[config.mk]
export PLATFORM = sky130hd
export DESIGN_NAME = cdb_arbiter
export DESIGN_NICKNAME = d
export VERILOG_FILES = /design/src/rtl/cdb_arbiter_pkg.sv /design/src/rtl/cdb_arbiter_picker.sv /design/src/rtl/cdb_arbiter.sv
export SDC_FILE = /design/constraint.sdc
export NUM_CORES = 1
export LEC_CHECK = 0
export BUFFER_PORTS_ARGS = -buffer_cell sky130_fd_sc_hd__buf_2
export CORE_ASPECT_RATIO = 0.7
export CORE_UTILIZATION = 39
export DETAILED_ROUTE_END_ITERATION = 6
export GPL_ROUTABILITY_DRIVEN = 0
export SYNTH_ARGS = -nofsm -noshare
export SYNTH_HDL_FRONTEND = slang
export SYNTH_SLANG_ARGS = --single-unit
[constraint.sdc]
create_clock -name clk -period 11.6 [get_ports clk]
set_clock_uncertainty 0.05 [all_clocks]
set_input_delay 0.58 -clock clk [delete_from_list [all_inputs] [get_ports clk]]
set_output_delay 0.58 -clock clk [all_outputs]
set_load 0.005 [all_outputs]
[src/rtl/cdb_arbiter_pkg.sv]
// Shared CDB definitions: machine widths, default FU/lane counts, the lane
// record broadcast on the common data bus, and a small index helper.
package cdb_arbiter_pkg;

    localparam int NUM_OF_FU              = 4;
    localparam int NUM_OF_CDB             = 2;
    localparam int PHYSICAL_REG_NUM_WIDTH = 6;
    localparam int REG_VAL_WIDTH          = 32;
    localparam int ROB_SIZE_WIDTH         = 5;
    localparam int FU_IDX_W               = (NUM_OF_FU > 1) ? $clog2(NUM_OF_FU) : 1;

    // One CDB lane as seen by the CDB_IF consumers.
    typedef struct packed {
        logic                              valid;
        logic [PHYSICAL_REG_NUM_WIDTH-1:0] addr;
        logic [REG_VAL_WIDTH-1:0]          val;
        logic [ROB_SIZE_WIDTH-1:0]         tag;
        logic [FU_IDX_W-1:0]               src_fu;
    } cdb_entry_t;

    // Single-step modulo for indices known to be below 2*n.
    function automatic int wrap_idx(input int idx, input int n);
        return (idx >= n) ? idx - n : idx;
    endfunction

endpackage

[src/rtl/cdb_arbiter_picker.sv]
// Round-robin multi-grant picker: scans requesters starting at the pointer
// and hands out up to NUM_CDB grants, reporting which requester lands in
// each lane and where the pointer should move afterwards.
module rr_multi_picker
    import cdb_arbiter_pkg::*;
#(
    parameter int NUM_REQ = 4,
    parameter int NUM_CDB = 2,
    parameter int PTR_W   = 2
) (
    input  logic [NUM_REQ-1:0]            req,
    input  logic [PTR_W-1:0]              ptr,
    output logic [NUM_REQ-1:0]            grant,
    output logic [NUM_CDB-1:0]            lane_vld,
    output logic [NUM_CDB-1:0][PTR_W-1:0] lane_idx,
    output logic                          any_grant,
    output logic [PTR_W-1:0]              next_ptr
);

    // Scan in priority order; the k-th winner is steered into lane k.
    always_comb begin
        int cnt;
        int idx;
        int last;
        grant     = '0;
        lane_vld  = '0;
        lane_idx  = '0;
        next_ptr  = ptr;
        any_grant = 1'b0;
        cnt       = 0;
        idx       = 0;
        last      = 0;
        for (int s = 0; s < NUM_REQ; s++) begin
            idx = wrap_idx(int'(ptr) + s, NUM_REQ);
            if (req[idx] && (cnt < NUM_CDB)) begin
                grant[idx]    = 1'b1;
                lane_vld[cnt] = 1'b1;
                lane_idx[cnt] = PTR_W'(idx);
                last          = idx;
                cnt           = cnt + 1;
            end
        end
        if (cnt != 0) begin
            any_grant = 1'b1;
            // With every requester granted this wraps back onto ptr itself.
            next_ptr  = PTR_W'(wrap_idx(last + 1, NUM_REQ));
        end
    end

endmodule

[src/rtl/cdb_arbiter.sv]
// CDB arbiter: collects results from NUM_REQ functional units and broadcasts
// up to NUM_CDB of them per cycle on registered CDB lanes, round-robin fair.
// The cdb_* port group lines up with the CDB_IF master side one-to-one.
module cdb_arbiter
    import cdb_arbiter_pkg::*;
#(
    parameter int NUM_REQ = NUM_OF_FU,
    parameter int NUM_CDB = NUM_OF_CDB,
    parameter int PTR_W   = (NUM_REQ > 1) ? $clog2(NUM_REQ) : 1
) (
    input  logic                                              clk,
    input  logic                                              reset,
    input  logic                                              flush,
    input  logic [NUM_REQ-1:0]                                fu_valid,
    output logic [NUM_REQ-1:0]                                fu_ready,
    input  logic [NUM_REQ-1:0][PHYSICAL_REG_NUM_WIDTH-1:0]    fu_dst_addr,
    input  logic [NUM_REQ-1:0][REG_VAL_WIDTH-1:0]             fu_val,
    input  logic [NUM_REQ-1:0][ROB_SIZE_WIDTH-1:0]            fu_tag,
    input  logic                                              cdb_ready,
    output logic [NUM_CDB-1:0]                                cdb_valid,
    output logic [NUM_CDB-1:0][PHYSICAL_REG_NUM_WIDTH-1:0]    cdb_register_addr,
    output logic [NUM_CDB-1:0][REG_VAL_WIDTH-1:0]             cdb_register_val,
    output logic [NUM_CDB-1:0][ROB_SIZE_WIDTH-1:0]            cdb_tag,
    output logic [NUM_CDB-1:0][PTR_W-1:0]                     cdb_src_fu
);

    cdb_entry_t                  lanes_p1 [NUM_CDB];
    logic [PTR_W-1:0]            rr_ptr;
    logic                        lanes_busy;
    logic                        accept;
    logic                        load;
    logic [NUM_REQ-1:0]          grant;
    logic [NUM_CDB-1:0]          lane_vld;
    logic [NUM_CDB-1:0][PTR_W-1:0] lane_idx;
    logic                        any_grant;
    logic [PTR_W-1:0]            next_ptr;

    rr_multi_picker #(
        .NUM_REQ (NUM_REQ),
        .NUM_CDB (NUM_CDB),
        .PTR_W   (PTR_W)
    ) u_picker (
        .req       (fu_valid),
        .ptr       (rr_ptr),
        .grant     (grant),
        .lane_vld  (lane_vld),
        .lane_idx  (lane_idx),
        .any_grant (any_grant),
        .next_ptr  (next_ptr)
    );

    // Output stage can take a new batch when drained downstream or empty;
    // flush and reset both suppress any handshake this cycle.
    always_comb begin
        lanes_busy = 1'b0;
        for (int k = 0; k < NUM_CDB; k++) begin
            lanes_busy = lanes_busy | lanes_p1[k].valid;
        end
        accept   = cdb_ready || !lanes_busy;
        load     = accept && !flush;
        fu_ready = (reset && load) ? grant : '0;
    end

    // Stage p0 -> p1: lane registers and round-robin pointer.
    always_ff @(posedge clk or negedge reset) begin
        if (!reset) begin
            for (int k = 0; k < NUM_CDB; k++) begin
                lanes_p1[k] <= '0;
            end
            rr_ptr <= '0;
        end else if (flush) begin
            // Squash only; the pointer keeps its fairness history.
            for (int k = 0; k < NUM_CDB; k++) begin
                lanes_p1[k].valid <= 1'b0;
            end
        end else if (accept) begin
            for (int k = 0; k < NUM_CDB; k++) begin
                lanes_p1[k].valid <= lane_vld[k];
                if (lane_vld[k]) begin
                    lanes_p1[k].addr   <= fu_dst_addr[lane_idx[k]];
                    lanes_p1[k].val    <= fu_val[lane_idx[k]];
                    lanes_p1[k].tag    <= fu_tag[lane_idx[k]];
                    // The lane record's FU index is sized for the package FU count.
                    lanes_p1[k].src_fu <= FU_IDX_W'(lane_idx[k]);
                end
            end
            if (any_grant) begin
                rr_ptr <= next_ptr;
            end
        end
    end

    // Flatten the lane records onto the CDB port bundle.
    always_comb begin
        cdb_valid         = '0;
        cdb_register_addr = '0;
        cdb_register_val  = '0;
        cdb_tag           = '0;
        cdb_src_fu        = '0;
        for (int k = 0; k < NUM_CDB; k++) begin
            cdb_valid[k]         = lanes_p1[k].valid;
            cdb_register_addr[k] = lanes_p1[k].addr;
            cdb_register_val[k]  = lanes_p1[k].val;
            cdb_tag[k]           = lanes_p1[k].tag;
            cdb_src_fu[k]        = PTR_W'(lanes_p1[k].src_fu);
        end
    end

endmodule

==> impl_results.md <==
- CP Capture Type: register
- Simple-gate share of the synthesized area: a little under a tenth
- Longest Clk Path Bufs: 2
- Synth Area in Compound Gates: a little over a third
- Number of distinct library cells after synthesis: between 50 and 60
- CTS Hold Bufs: 0
- Async S/R FF share, synth: 100%
- Crit-path max FO: 86
- Setup bufs post-CTS: 0
- Top_reg_cell synth: dfrtp_1
- Data required, critical path: approximately 12 ns
- Die area: between 0.02 and 0.025 mm2
- Root buffer cell: clkbuf_16
- Layout Nets: 1242
- # DRC: 0
- Setup TNS: 0 ns
- Initial Utilization: a little under 40%
- Total CTS buffers: 9
- Yosys reg bits: 94
- Synth Area in XOR/XNOR: less than 1%
- Filler instances: slightly below 2000
- RSZ-0062 raised after global routing: false
- Core area: a little under 0.02 mm2
- Worst Setup Start Kind: register
- # Max-Cap Violations: 0
- Finish-stage setup viols: 0
- Die Y: ~120 um
- Adder-cell share of the synthesized area: ~2.0%
- Syn_area_per_cell: between 9 and 10 um2
- H-tree Lvls: 3
- IO Pins: 276
- Skew-Pair Late Insertion Delay: approximately 0.35 ns
- Sequential share of the synthesized area: between 20 and 30%
- Number of port buffers: approximately 280
- First-pass GRT wire length: 44600 um
- Hold Path Class: in -> async
- Initial antenna violation count: 7
- Initial DRC count: a little under 900
- Vias per inst: roughly 6.2
- Die width: between 150 and 200 um
- Syn Inst Count: approximately 850
- Hpwl dp: roughly 19000 um
- CTS resizes: 0
- Post-route antenna net violation count: 0
- Number of synthesized flops with an enable pin: 0
- Post-synthesis mux area share: approximately 16%
- Largest family of logic cells by synthesized area: compound AO/OA/AOI/OAI gates
- Num Clock Sinks: 94
- Maximum clock rate: approximately 150 MHz
- WL final: a little under 30000 um
- Share of cells above drive strength 1: 31.2%
- DR vias: 8292
- Number of global-route vias before repair: around 7700
- Final count of hold timing violations: 0
- Minimum clock period: 6.81 ns
- Outcome: finished, final reports clean
- Synth-to-Final Area Change: 21.8%
- Largest net degree at the start of global routing: between 80 and 90
- Fin. max-slew vios: 0
- TritonCTS clock tree: built
- WL per Instance: around 22 um
- Net Count, Synth: between 1000 and 1500
- Synth Cell Area: between 0.007 and 0.008 mm2
- Worst Tran Pin Value: roughly 1.2 ns
- Relative slew slack: a little under a fifth
- Drt pass-1 iters: 6
- Arr. time, crit path: 7.03 ns
- Final period util: approximately 59%
- GRT Total Usage: between 20% and 30%
- Synthesis Warnings: 0
- FP Rows: 43
- GRT overflow: 0
- Critical path class: reg -> reg
- Clk pin slew, worst setup/hold paths: about 0.070 ns
==> synthesized netlist by cell type, drive strengths merged (5+ instances only) <==
master	n	area, um2
mux2i	116	1170
nand2	108	405
o221ai	108	946
dfrtp	94	2350
clkbuf	59	225
o211ai	50	375
o22ai	46	302
buf	40	243
nand3	25	125
o2111ai	23	201
a2111o	22	248
o22a	22	193
o21a	21	158
o21bai	21	158
a21oi	14	73.8
ha	11	138
nor2	9	41.3
inv	7	26.3
nand2b	5	31.3
nand3b	5	37.5
==> routing by layer <==
metal / vias to the layer above / track usage (%) / part of all wire [%]
met2: 384 / 41.5 / 44
met3: 27 / 8.41 / 8.9
li1: 3859 / - / -
met5: - / 0 / 0.044
met1: 4020 / 38.8 / 46
met4: 2 / 6.92 / 1.4
==> cells in the final DEF, fill, tap and decap left out, types with 9 or more instances in the layout <==
cell and n:
o21a_1 21, a2111o_1 22, o211ai_1 50, clkbuf_16 9, nand3_1 24, buf_2 274, o21bai_1 21, nand2_1 107
dfrtp_1 93, mux2i_1 115, ha_1 11, o221ai_1 108, o22a_1 21, o2111ai_1 23, buf_4 15, a21oi_1 13
o22ai_1 44
==> path summary, 6_finish.rpt <==
path                                            from  cells past startpoint                               end  slack [ns]
setup / recovery               rr_ptr[1]$_DFFE_PN0P_                     14  cdb_register_val[31]$_DFFE_PN0P_        4.79
hold / removal                                 reset                      2  cdb_register_val[20]$_DFFE_PN0P_        0.41
setup reg to reg               rr_ptr[1]$_DFFE_PN0P_                     14  cdb_register_val[31]$_DFFE_PN0P_        4.79
hold reg to reg            cdb_src_fu[3]$_DFFE_PN0P_                      2         cdb_src_fu[3]$_DFFE_PN0P_        0.43
max in group asynchronous                      reset                      3            cdb_tag[5]$_DFFE_PN0P_        9.99
min in group clk           cdb_src_fu[3]$_DFFE_PN0P_                      2         cdb_src_fu[3]$_DFFE_PN0P_        0.43
==> metrics by stage <==
stage          std cells  worst slack (ns)  utilization, %  instance area [um2]  hold WS [ns]
2_1_floorplan        849              6.46               -                 7860         0.234
3_3_place_gp        1309              4.98            46.9                 9280         0.412
3_5_place_dp        1309              4.95            46.9                 9280         0.418
6_report            1332              4.79            48.3                 9570         0.406
4_1_cts             1325              4.96            48.3                 9550         0.423
5_1_grt             1328              4.40            48.3                 9560         0.454
==> sequential cells by signal, summed over array words and instances, names as in the netlist <==
| signal | cells |
|---|---|
| cdb_tag | 10 |
| rr_ptr | 2 |
| cdb_register_addr | 12 |
| cdb_src_fu | 4 |
| cdb_register_val | 64 |
| cdb_valid | 2 |
==> kinds of logic after synthesis <==
| group | Yosys count |
|---|---|
| AOI/OAI and AO/OA | 347 |
| DFF | 94 |
| xor gates and xnor gates | 1 |
| adders and majority gates | 12 |
| buffers and inverters | 106 |
| and+or+nand+nor | 166 |
| muxes | 123 |
==> final cells by class <==
| class | count | area (um2) | area share [%] |
|---|---|---|---|
| repair buffers | 289 | 1480 | 15.5 |
| multi-input cells | 649 | 5080 | 53.0 |
| diodes | 7 | 17.5 | 0.183 |
| clock inverters | 6 | 46.3 | 0.484 |
| clock buffers | 10 | 229 | 2.39 |
| well taps | 270 | 338 | 3.53 |
| flip-flops and latches | 94 | 2350 | 24.6 |
| inverters | 7 | 26.3 | 0.275 |
==> worst max-delay path: stages, from the launching register on <==
cell      delay (ns)
dfrtp_1         0.73
inv_1           0.27
ha_1            0.60
mux4_2          0.71
ha_1            0.34
nor2b_1         0.51
inv_1           0.27
fa_1            0.72
nand3_1         0.20
o22a_2          0.30
buf_4           0.39
nand2b_2        0.79
o221ai_1        0.25
a2111o_1        0.46
o211ai_1        0.09
Power is not shown: default switching activity piles up to over one toggle a cycle in this logic, so the estimate is an artifact.
